$ cat src/rtl/uart_pkg.sv
// Shared UART encodings, configuration payload and baud divisor helpers.
package uart_pkg;

  localparam int unsigned DIV_W = 16;

  localparam logic [1:0] BAUD_2400  = 2'b00;
  localparam logic [1:0] BAUD_4800  = 2'b01;
  localparam logic [1:0] BAUD_9600  = 2'b10;
  localparam logic [1:0] BAUD_19200 = 2'b11;

  // 2'b11 also means no parity
  localparam logic [1:0] PAR_NONE = 2'b00;
  localparam logic [1:0] PAR_ODD  = 2'b01;
  localparam logic [1:0] PAR_EVEN = 2'b10;

  localparam logic LEN_7  = 1'b0;
  localparam logic LEN_8  = 1'b1;
  localparam logic STOP_1 = 1'b0;
  localparam logic STOP_2 = 1'b1;

  typedef enum logic [2:0] {
    ST_IDLE,
    ST_START,
    ST_DATA,
    ST_PARITY,
    ST_STOP,
    ST_DONE
  } rx_state_t;

  typedef struct packed {
    logic       stop_bits;
    logic       data_length;
    logic [1:0] parity_type;
    logic [1:0] baud_rate;
  } uart_cfg_t;

  function automatic int unsigned baud_hz(input logic [1:0] b);
    case (b)
      BAUD_2400: return 2400;
      BAUD_4800: return 4800;
      BAUD_9600: return 9600;
      default:   return 19200;
    endcase
  endfunction

  // Rounded clocks per oversample tick
  function automatic int unsigned baud_div(input int unsigned clk_freq,
                                           input int unsigned os,
                                           input logic [1:0]  b);
    int unsigned d;
    d = baud_hz(b) * os;
    return (clk_freq + d / 2) / d;
  endfunction

  function automatic logic parity_enabled(input logic [1:0] p);
    return (p == PAR_ODD) || (p == PAR_EVEN);
  endfunction

endpackage

$ cat src/rtl/uart_baud_tick.sv
// Oversample tick generator: one-cycle tick every DIV clocks for the chosen baud.
module uart_baud_tick
  import uart_pkg::*;
#(
  parameter int unsigned CLK_FREQ   = 50000000,
  parameter int unsigned OVERSAMPLE = 16
) (
  input  logic       clock,
  input  logic       rst,
  input  logic [1:0] baud_rate,
  input  logic       clear,
  output logic       tick
);

  localparam logic [DIV_W-1:0] DIV_2400  = DIV_W'(baud_div(CLK_FREQ, OVERSAMPLE, BAUD_2400));
  localparam logic [DIV_W-1:0] DIV_4800  = DIV_W'(baud_div(CLK_FREQ, OVERSAMPLE, BAUD_4800));
  localparam logic [DIV_W-1:0] DIV_9600  = DIV_W'(baud_div(CLK_FREQ, OVERSAMPLE, BAUD_9600));
  localparam logic [DIV_W-1:0] DIV_19200 = DIV_W'(baud_div(CLK_FREQ, OVERSAMPLE, BAUD_19200));

  logic [DIV_W-1:0] div_c;
  logic [DIV_W-1:0] cnt;

  // Divisor select
  always_comb begin
    div_c = DIV_19200;
    case (baud_rate)
      BAUD_2400: div_c = DIV_2400;
      BAUD_4800: div_c = DIV_4800;
      BAUD_9600: div_c = DIV_9600;
      default:   div_c = DIV_19200;
    endcase
  end

  // Divider counter with registered tick; clear restarts the phase
  always_ff @(posedge clock) begin
    if (!rst || clear) begin
      cnt  <= '0;
      tick <= 1'b0;
    end else if (cnt == div_c - DIV_W'(1)) begin
      cnt  <= '0;
      tick <= 1'b1;
    end else begin
      cnt  <= cnt + DIV_W'(1);
      tick <= 1'b0;
    end
  end

endmodule

$ cat src/rtl/rx_unit.sv
// UART receiver: 16x oversampled, 7/8 data bits, none/odd/even parity, 1/2 stop bits.
module rx_unit
  import uart_pkg::*;
#(
  parameter int unsigned CLK_FREQ   = 50000000,
  parameter int unsigned OVERSAMPLE = 16
) (
  input  logic       clock,
  input  logic       rst,
  input  logic       data_in,
  input  logic       stop_bits,
  input  logic       data_length,
  input  logic [1:0] parity_type,
  input  logic [1:0] baud_rate,
  output logic [7:0] data_out,
  output logic       rx_active,
  output logic       rx_done,
  output logic       parity_error,
  output logic       frame_error
);

  localparam int unsigned CNT_W = $clog2(OVERSAMPLE);
  localparam logic [CNT_W-1:0] HALF = CNT_W'(OVERSAMPLE / 2 - 1);
  localparam logic [CNT_W-1:0] FULL = CNT_W'(OVERSAMPLE - 1);

  rx_state_t        state;
  uart_cfg_t        cfg;
  logic [1:0]       sync;
  logic             line;
  logic             armed;
  logic [CNT_W-1:0] tcnt;
  logic [2:0]       bit_idx;
  logic [7:0]       shreg;
  logic             par_bit;
  logic             ferr;
  logic             tick;
  logic             tick_clear_c;
  logic [7:0]       data_c;
  logic             par_err_c;
  logic             last_data_c;
  logic             last_stop_c;

  assign line         = sync[1];
  assign tick_clear_c = (state == ST_IDLE);

  uart_baud_tick #(
    .CLK_FREQ   (CLK_FREQ),
    .OVERSAMPLE (OVERSAMPLE)
  ) u_tick (
    .clock     (clock),
    .rst       (rst),
    .baud_rate (cfg.baud_rate),
    .clear     (tick_clear_c),
    .tick      (tick)
  );

  // Two-flop synchroniser for the asynchronous serial line
  always_ff @(posedge clock) begin
    if (!rst) sync <= 2'b11;
    else      sync <= {sync[0], data_in};
  end

  // Frame decode helpers from the latched configuration
  always_comb begin
    data_c      = (cfg.data_length == LEN_8) ? shreg : {1'b0, shreg[6:0]};
    par_err_c   = 1'b0;
    if (cfg.parity_type == PAR_ODD)  par_err_c = ~((^data_c) ^ par_bit);
    if (cfg.parity_type == PAR_EVEN) par_err_c =  ((^data_c) ^ par_bit);
    last_data_c = (bit_idx == ((cfg.data_length == LEN_8) ? 3'd7 : 3'd6));
    last_stop_c = (bit_idx == ((cfg.stop_bits == STOP_2) ? 3'd1 : 3'd0));
  end

  // Receive FSM with registered outputs
  always_ff @(posedge clock) begin
    if (!rst) begin
      state        <= ST_IDLE;
      cfg          <= '0;
      armed        <= 1'b0;
      tcnt         <= '0;
      bit_idx      <= '0;
      shreg        <= '0;
      par_bit      <= 1'b0;
      ferr         <= 1'b0;
      data_out     <= '0;
      rx_active    <= 1'b0;
      rx_done      <= 1'b0;
      parity_error <= 1'b0;
      frame_error  <= 1'b0;
    end else begin
      rx_done <= 1'b0;
      case (state)
        ST_IDLE: begin
          if (line) begin
            armed <= 1'b1;
          end else if (armed) begin
            state   <= ST_START;
            cfg     <= '{stop_bits, data_length, parity_type, baud_rate};
            tcnt    <= '0;
            bit_idx <= '0;
            shreg   <= '0;
            par_bit <= 1'b0;
            ferr    <= 1'b0;
          end
        end
        ST_START: begin
          if (tick) begin
            if (tcnt == HALF) begin
              tcnt <= '0;
              if (line) begin
                state <= ST_IDLE;
              end else begin
                rx_active <= 1'b1;
                state     <= ST_DATA;
              end
            end else begin
              tcnt <= tcnt + CNT_W'(1);
            end
          end
        end
        ST_DATA: begin
          if (tick) begin
            if (tcnt == FULL) begin
              tcnt           <= '0;
              shreg[bit_idx] <= line;
              if (last_data_c) begin
                bit_idx <= '0;
                state   <= parity_enabled(cfg.parity_type) ? ST_PARITY : ST_STOP;
              end else begin
                bit_idx <= bit_idx + 3'd1;
              end
            end else begin
              tcnt <= tcnt + CNT_W'(1);
            end
          end
        end
        ST_PARITY: begin
          if (tick) begin
            if (tcnt == FULL) begin
              tcnt    <= '0;
              par_bit <= line;
              state   <= ST_STOP;
            end else begin
              tcnt <= tcnt + CNT_W'(1);
            end
          end
        end
        ST_STOP: begin
          if (tick) begin
            if (tcnt == FULL) begin
              tcnt <= '0;
              if (last_stop_c) begin
                state        <= ST_DONE;
                rx_done      <= 1'b1;
                rx_active    <= 1'b0;
                data_out     <= data_c;
                parity_error <= par_err_c;
                frame_error  <= ferr | ~line;
              end else begin
                ferr    <= ferr | ~line;
                bit_idx <= bit_idx + 3'd1;
              end
            end else begin
              tcnt <= tcnt + CNT_W'(1);
            end
          end
        end
        ST_DONE: begin
          state <= ST_IDLE;
          armed <= 1'b0;
        end
        default: state <= ST_IDLE;
      endcase
    end
  end

endmodule

$ cat config.mk
export PLATFORM = sky130hd
export DESIGN_NAME = rx_unit
export DESIGN_NICKNAME = d
export VERILOG_FILES = /design/src/rtl/uart_pkg.sv /design/src/rtl/uart_baud_tick.sv /design/src/rtl/rx_unit.sv
export SDC_FILE = /design/constraint.sdc
export NUM_CORES = 1
export LEC_CHECK = 0
export ABC_AREA = 1
export CAP_MARGIN = 30
export CORE_ASPECT_RATIO = 1.1
export CORE_MARGIN = 2
export CORE_UTILIZATION = 63
export DETAILED_ROUTE_END_ITERATION = 16
export MAX_ROUTING_LAYER = met4
export PLACE_DENSITY = 0.84
export SYNTH_ARGS = -nofsm -noshare
export SYNTH_HDL_FRONTEND = slang
export SYNTH_SLANG_ARGS = --single-unit
$ cat constraint.sdc
create_clock -name clock -period 2.8 [get_ports clock]
set_input_delay 0.28 -clock clock [delete_from_list [all_inputs] [get_ports clock]]
set_output_delay 0.28 -clock clock [all_outputs]
set_load 0.03 [all_outputs]
---- Word level (Yosys, flattened, before mapping) ----
Cells that the tools add are included.
word-level totals
  word-level logic and storage cells ...... 151
  output and inout bits ................... 12
  flip-flop bits (word level) ............. 58
operators by class
  order comparisons ....................... 2
  reductions and logical operators ........ 27
  muxes and demuxes ....................... 65
  equality and inequality tests ........... 30
  bitwise gates (word level) .............. 4
  add/sub/neg operators ................... 4
operators with widths
  cell                                                                      count
  3-bit 2-to-1 mux                                                          21
  8-bit 2-to-1 mux                                                          5
  11-bit one-hot mux with 3 select lines                                    1
  4-bit 2-to-1 mux                                                          6
  2-bit inequality test (second input constant)                             11
  1-bit 2-to-1 mux                                                          21
  16-bit by 1-bit adder with 16-bit output (second input constant)          1
  16-bit equality test                                                      1
  8-bit one-hot mux with 2 select lines                                     1
  3-bit one-hot mux with 5 select lines                                     1
  5-bit AND reduction                                                       3
  4-bit one-hot mux with 3 select lines                                     1
  12-bit AND reduction                                                      1
  11-bit by 1-bit subtractor with 12-bit output (second input constant)     1
  2-bit by 1-bit inequality test with 1-bit output (second input constant)  5
  2-bit nonzero test                                                        5
  3-bit one-hot mux with 3 select lines                                     1
  8-bit bitwise mux                                                         1
  1-bit one-hot mux with 2 select lines                                     4
  4-bit AND reduction                                                       2
  8-bit AND reduction                                                       1
  8-bit XOR reduction                                                       1
  7-bit AND reduction                                                       1
  3-bit by 2-bit equality test with 1-bit output (second input constant)    2
  28 further kinds                                                          34

---- Depth between registers and ports, before layout ----
  depth in word-level cells ............... 8
  depth in mapped cells ................... 12
  mapped depth without buffers ............ 12

---- By module ----
From an unflattened synthesis, not the netlist that was laid out.
second synthesis, totals
  cell total of the unflattened synthesis .. 488
  area total of the unflattened synthesis .. 3,174.3 um^2
modules (own cells, without submodules)
  module          area an instance (um^2)  times used  cells an instance  seq. area each (um^2)
  rx_unit         2,148.3                  1           324                820.8
  uart_baud_tick  1,026.0                  1           164                340.3

---- Least setup slack after synthesis ----
No wires, ideal clock.
  path kind ............................... reg-to-reg
  start point ............................. register tcnt[0]
  end point ............................... register bit_idx[1]
  cell stages (with the launch flop) ...... 11
  path buffers ............................ 0
  arrival ................................. 1,395 ps
  path slack .............................. 1,287 ps
  path through ............................ dfxtp_1 > ha_1 > nand2_1 > nor2_1 > nand2_1 > nand2_1 > nand2_1 > a21oi_2 > nand2_2 > o21ai_1 > nor2_1
on the way
  longest elaborated chain between the ends .. 3
RTL lines
  item                             RTL line                        RTL
  from (decl)                      rx_unit.sv:31                   logic [CNT_W-1:0] tcnt;
  from (signal assigned)           rx_unit.sv:116                  tcnt <= tcnt + CNT_W'(1);
  from (signal assigned)           rx_unit.sv:132                  tcnt <= tcnt + CNT_W'(1);
  from (signal assigned)           rx_unit.sv:143                  tcnt <= tcnt + CNT_W'(1);
  4-bit equality test *            rx_unit.sv:122, rx_unit.sv:149
  2-bit inequality test (no line)  --
  8-bit AND reduction (no line) *  --
  to (signal assigned)             rx_unit.sv:129                  bit_idx <= bit_idx + 3'd1;
  to (signal assigned)             rx_unit.sv:160                  bit_idx <= bit_idx + 3'd1;
  to (decl)                        rx_unit.sv:32                   logic [2:0] bit_idx;
Every way passes the cells marked *; elsewhere a longest branch is shown, timed or not.
A chain may end at the register's enable or synchronous reset.

---- Worst setup path after layout ----
  start point ............................. register tcnt[0]
  end point ............................... register shreg[4]
on the way
  longest elaborated chain between the ends .. 3
RTL lines
  item                             RTL line        RTL
  4-bit equality test              rx_unit.sv:122  if (tcnt == FULL) begin
  2-bit inequality test (no line)  --
  5-bit AND reduction (no line)    --
  to (signal, indexed assignment)  rx_unit.sv:124  shreg[bit_idx] <= line;
  to (decl)                        rx_unit.sv:33   logic [7:0] shreg;
Every way passes these cells.

==> results.yml <==
run_status:
  status: "finished clean"
power:
  p_leak_uw: 0.00137
  combPwrFrac_pct: 20.5
  swShare_pct: 32.1
  intPower_uw: 1340
  pwr_density_cell_nw_per_um2: 563
  p_switching_uw: 634
  ir_drop_mv: 0.380
  seqPwrFrac_pct: 45.9
  power_uw: 1980
  pwr-share-clk_pct: 33.5
min_path:
  worstHoldPathType: "register to register"
  whs_path_depth: 1
  hp-start: "sync[0]"
cts:
  post-cts-setup-buffers: 0
  cts_root_buffer: "clkbuf_8"
  ctsHtreeMaxLevel: 3
  cts_made_buffers: 9
  clkTransAtPathRegs_ps: 60
  ctsResizeCount: 0
  clk_latency_ps: 330
  cts_hold_buf: 0
  cts_tree: "done"
  cts.sink_count: 58
  clk_path_buf_depth: 2
floorplan:
  start_util_pct: 66.5
  io_pins: 21
  core_area_um2: 4720
  rows: 26
  fp.dieW_um: 71.3
  die-area_um2: 5560
  die_h_um: 78.0
logic_synthesis:
  synth_nets: 459
  postSynthAreaPerCell_um2: 7.05
  yosysSeqAreaShare_pct: 37.0
  synth_compound_area_share_pct: 15.5
  synthMuxAreaShare_pct: 0
  syn_area_um2: 3140
  synth_top_family_by_area: "simple AND/OR/NAND/NOR gates"
  synth-xor-area-share_pct: 5.03
  synth_cells: 445
  yosysWarnings: 0
  ys_ff_latch: 58
  synthArstFlopShare_pct: 0
  synth-edff-count: 0
  synthFlopType: "dfxtp_1"
  synthAdderAreaFrac_pct: 1.99
  yosys.area_share.simple_pct: 31.4
  synth.distinct_cells: 41
sta:
  skew_ps: 6.48
  worst_pin_slew_ps: 621
  setup_ws_ps: 900
  rsz0062_at_grt: "false"
  min_period_ps: 1900
  relSlewSlack_pct: 58.5
  tns_ps: 0
  fmaxAchievable_ghz: 0.526
  holdWs_ps: 429
  fin_crit_sh_pct: 67.8
  slew_viol_final: 0
  finalHoldViolations: 0
  setup_violations: 0
placement:
  pre_cts_slack_ps: 797
  place.gp.congestion: 0.878
  dpl.hpwl_um: 4880
  port_buffers: 20
setup_path:
  crit_required_ps: 3050
  cp_max_fo: 9
  crit_start: "tcnt[0]"
  cp.depth: 9
  cp_slowest_cell: "dfxtp_1"
  crit_path_end_kind: "register"
  reg2reg_depth: 9
  crit_buf_inv: 1
  arrival_ps: 2150
  path_cells: "ha_1 -> nand2_1 -> nor2_1 -> nand2_1 -> o21ai_2 -> nand3_2 -> inv_2 -> nand2_1 -> a21oi_1"
  max_stage_delay_ps: 370
  crit_family: "simple AND/OR/NAND/NOR gates"
  rr_startpoint: "tcnt[0]"
  cpMostUsedCell: "nand2_1"
  setup.worst_path.class: "register to register"
  start_kind: "register"
cells_and_area:
  nets: 479
  syn_to_final_growth_pct: 12.0
  drive_above_1_share_pct: 11.3
  antenna_cells: 0
  regArea_um2: 1160
  nFillCells: 390
  multi_input_area_um2: 1690
routing:
  drt-initial-drc-count: 156
  wl_per_cell_um: 12.5
  wl_um: 6580
  antenna_left: 0
  drc: 0
  vias: 2873
  vias_per_cell: 5.46
  firstDrtPassIters: 7
global_routing:
  track_usage_pct: 26.8
  grt_pass1_vias: 2813
  grt_pass1_wl_um: 11700
  overflow: 0
  antenna_found_initial: 0
  grt_max_degree: 22
flow_run:
  maxCapViolCount: 0
flip-flops by register name, indices dropped and copies added (netlist names), 2 cells and up:
name / count
data_out: 8
sync: 2
u_tick.cnt: 16
cfg: 6
tcnt: 4
state: 3
shreg: 8
bit_idx: 3
kinds of logic after synthesis:
kind of cell | Yosys count
buf+inv | 68
flops | 58
compound gates | 85
xor+xnor | 18
fa+ha+maj | 5
simple gates | 211
worst reg2reg max path, cell delays in order, from the launching register on:
cell	delay [ps]
dfxtp_1	370
ha_1	180
nand2_1	110
nor2_1	160
nand2_1	180
o21ai_2	360
nand3_2	110
inv_2	140
nand2_1	80
a21oi_1	140
layout by cell type (no fill, tap or decap), types with 4 or more instances in the layout:
master           Yosys  final
a21oi_1             35     35
clkbuf_1             4      4
clkbuf_8             0     10
clkdlybuf4s50_1      0     20
dfxtp_1             58     58
ha_1                 5      5
inv_1               47     47
inv_2                7      7
nand2_1            101    101
nand2_2              5      5
nand2_4              4      4
nand3_1             21     21
nor2_1              44     44
nor2_2               4      4
nor2_4               4      4
nor3_1              15     15
o21ai_0             31     31
o31ai_1              4      4
xnor2_1              7      7
xor2_1              11     11
path summary, 6_finish.rpt:
path	end	slack [ps]
hold reg to reg	sync[1]	430
setup reg to reg	shreg[4]	900
setup / recovery	shreg[4]	900
hold / removal	sync[1]	430
power by group through the flow:
stage | registers (µW) | clock network (µW) | logic, µW
after floorplan | 911 | 0 | 338
after global placement | 922 | 0 | 391
after detailed placement | 924 | 0 | 403
after CTS | 906 | 669 | 406
after global routing | 913 | 706 | 460
final | 907 | 663 | 406
through the flow:
stage	instances	util, %	instance area (µm²)
6_report	526	74.5	3510
5_1_grt	526	74.5	3510
4_1_cts	526	74.5	3510
3_5_place_dp	510	71.0	3350
3_3_place_gp	510	71.0	3350
2_1_floorplan	445	-	3140
metal layers:
metal,up-vias,routed length [µm],global-route usage [%]
met5,-,0,-
met2,64,3380,46.8
met4,0,102,8.87
met1,1320,2820,29.8
li1,1473,-,-
met3,16,272,6.10
synth_stat cells, types with 2 or more instances:
master | n | area, µm²
o21ai_4 | 2 | 32.5
o31ai_1 | 4 | 30.0
nor3_2 | 3 | 30.0
nor3_1 | 15 | 75.1
nand3_2 | 2 | 20.0
o21ai_2 | 2 | 17.5
clkbuf_1 | 4 | 15.0
nor2_4 | 4 | 45.0
nor2_1 | 44 | 165
buf_4 | 3 | 22.5
nand4_1 | 3 | 18.8
ha_1 | 5 | 62.6
nand3_1 | 21 | 105
nand2_1 | 101 | 379
xor2_1 | 11 | 96.3
dfxtp_1 | 58 | 1160
o21ai_1 | 3 | 15.0
nand2_2 | 5 | 31.3
nand2_4 | 4 | 45.0
o21ai_0 | 31 | 155
nor2_2 | 4 | 25.0
inv_1 | 47 | 176
buf_2 | 3 | 15.0
inv_2 | 7 | 26.3
xnor2_1 | 7 | 61.3
a21oi_1 | 35 | 175
or2_2 | 3 | 18.8
cell type report:
class / count / area share [%]
inverter: 55 / 5.95
clock buffer: 14 / 4.35
sequential: 58 / 33.1
tap: 56 / 2.00
multi-input combinational: 319 / 48.2
timing repair buffer: 22 / 6.13
clock inverter: 2 / 0.356
No activity file was read; power rests on OpenSTA's default activity.
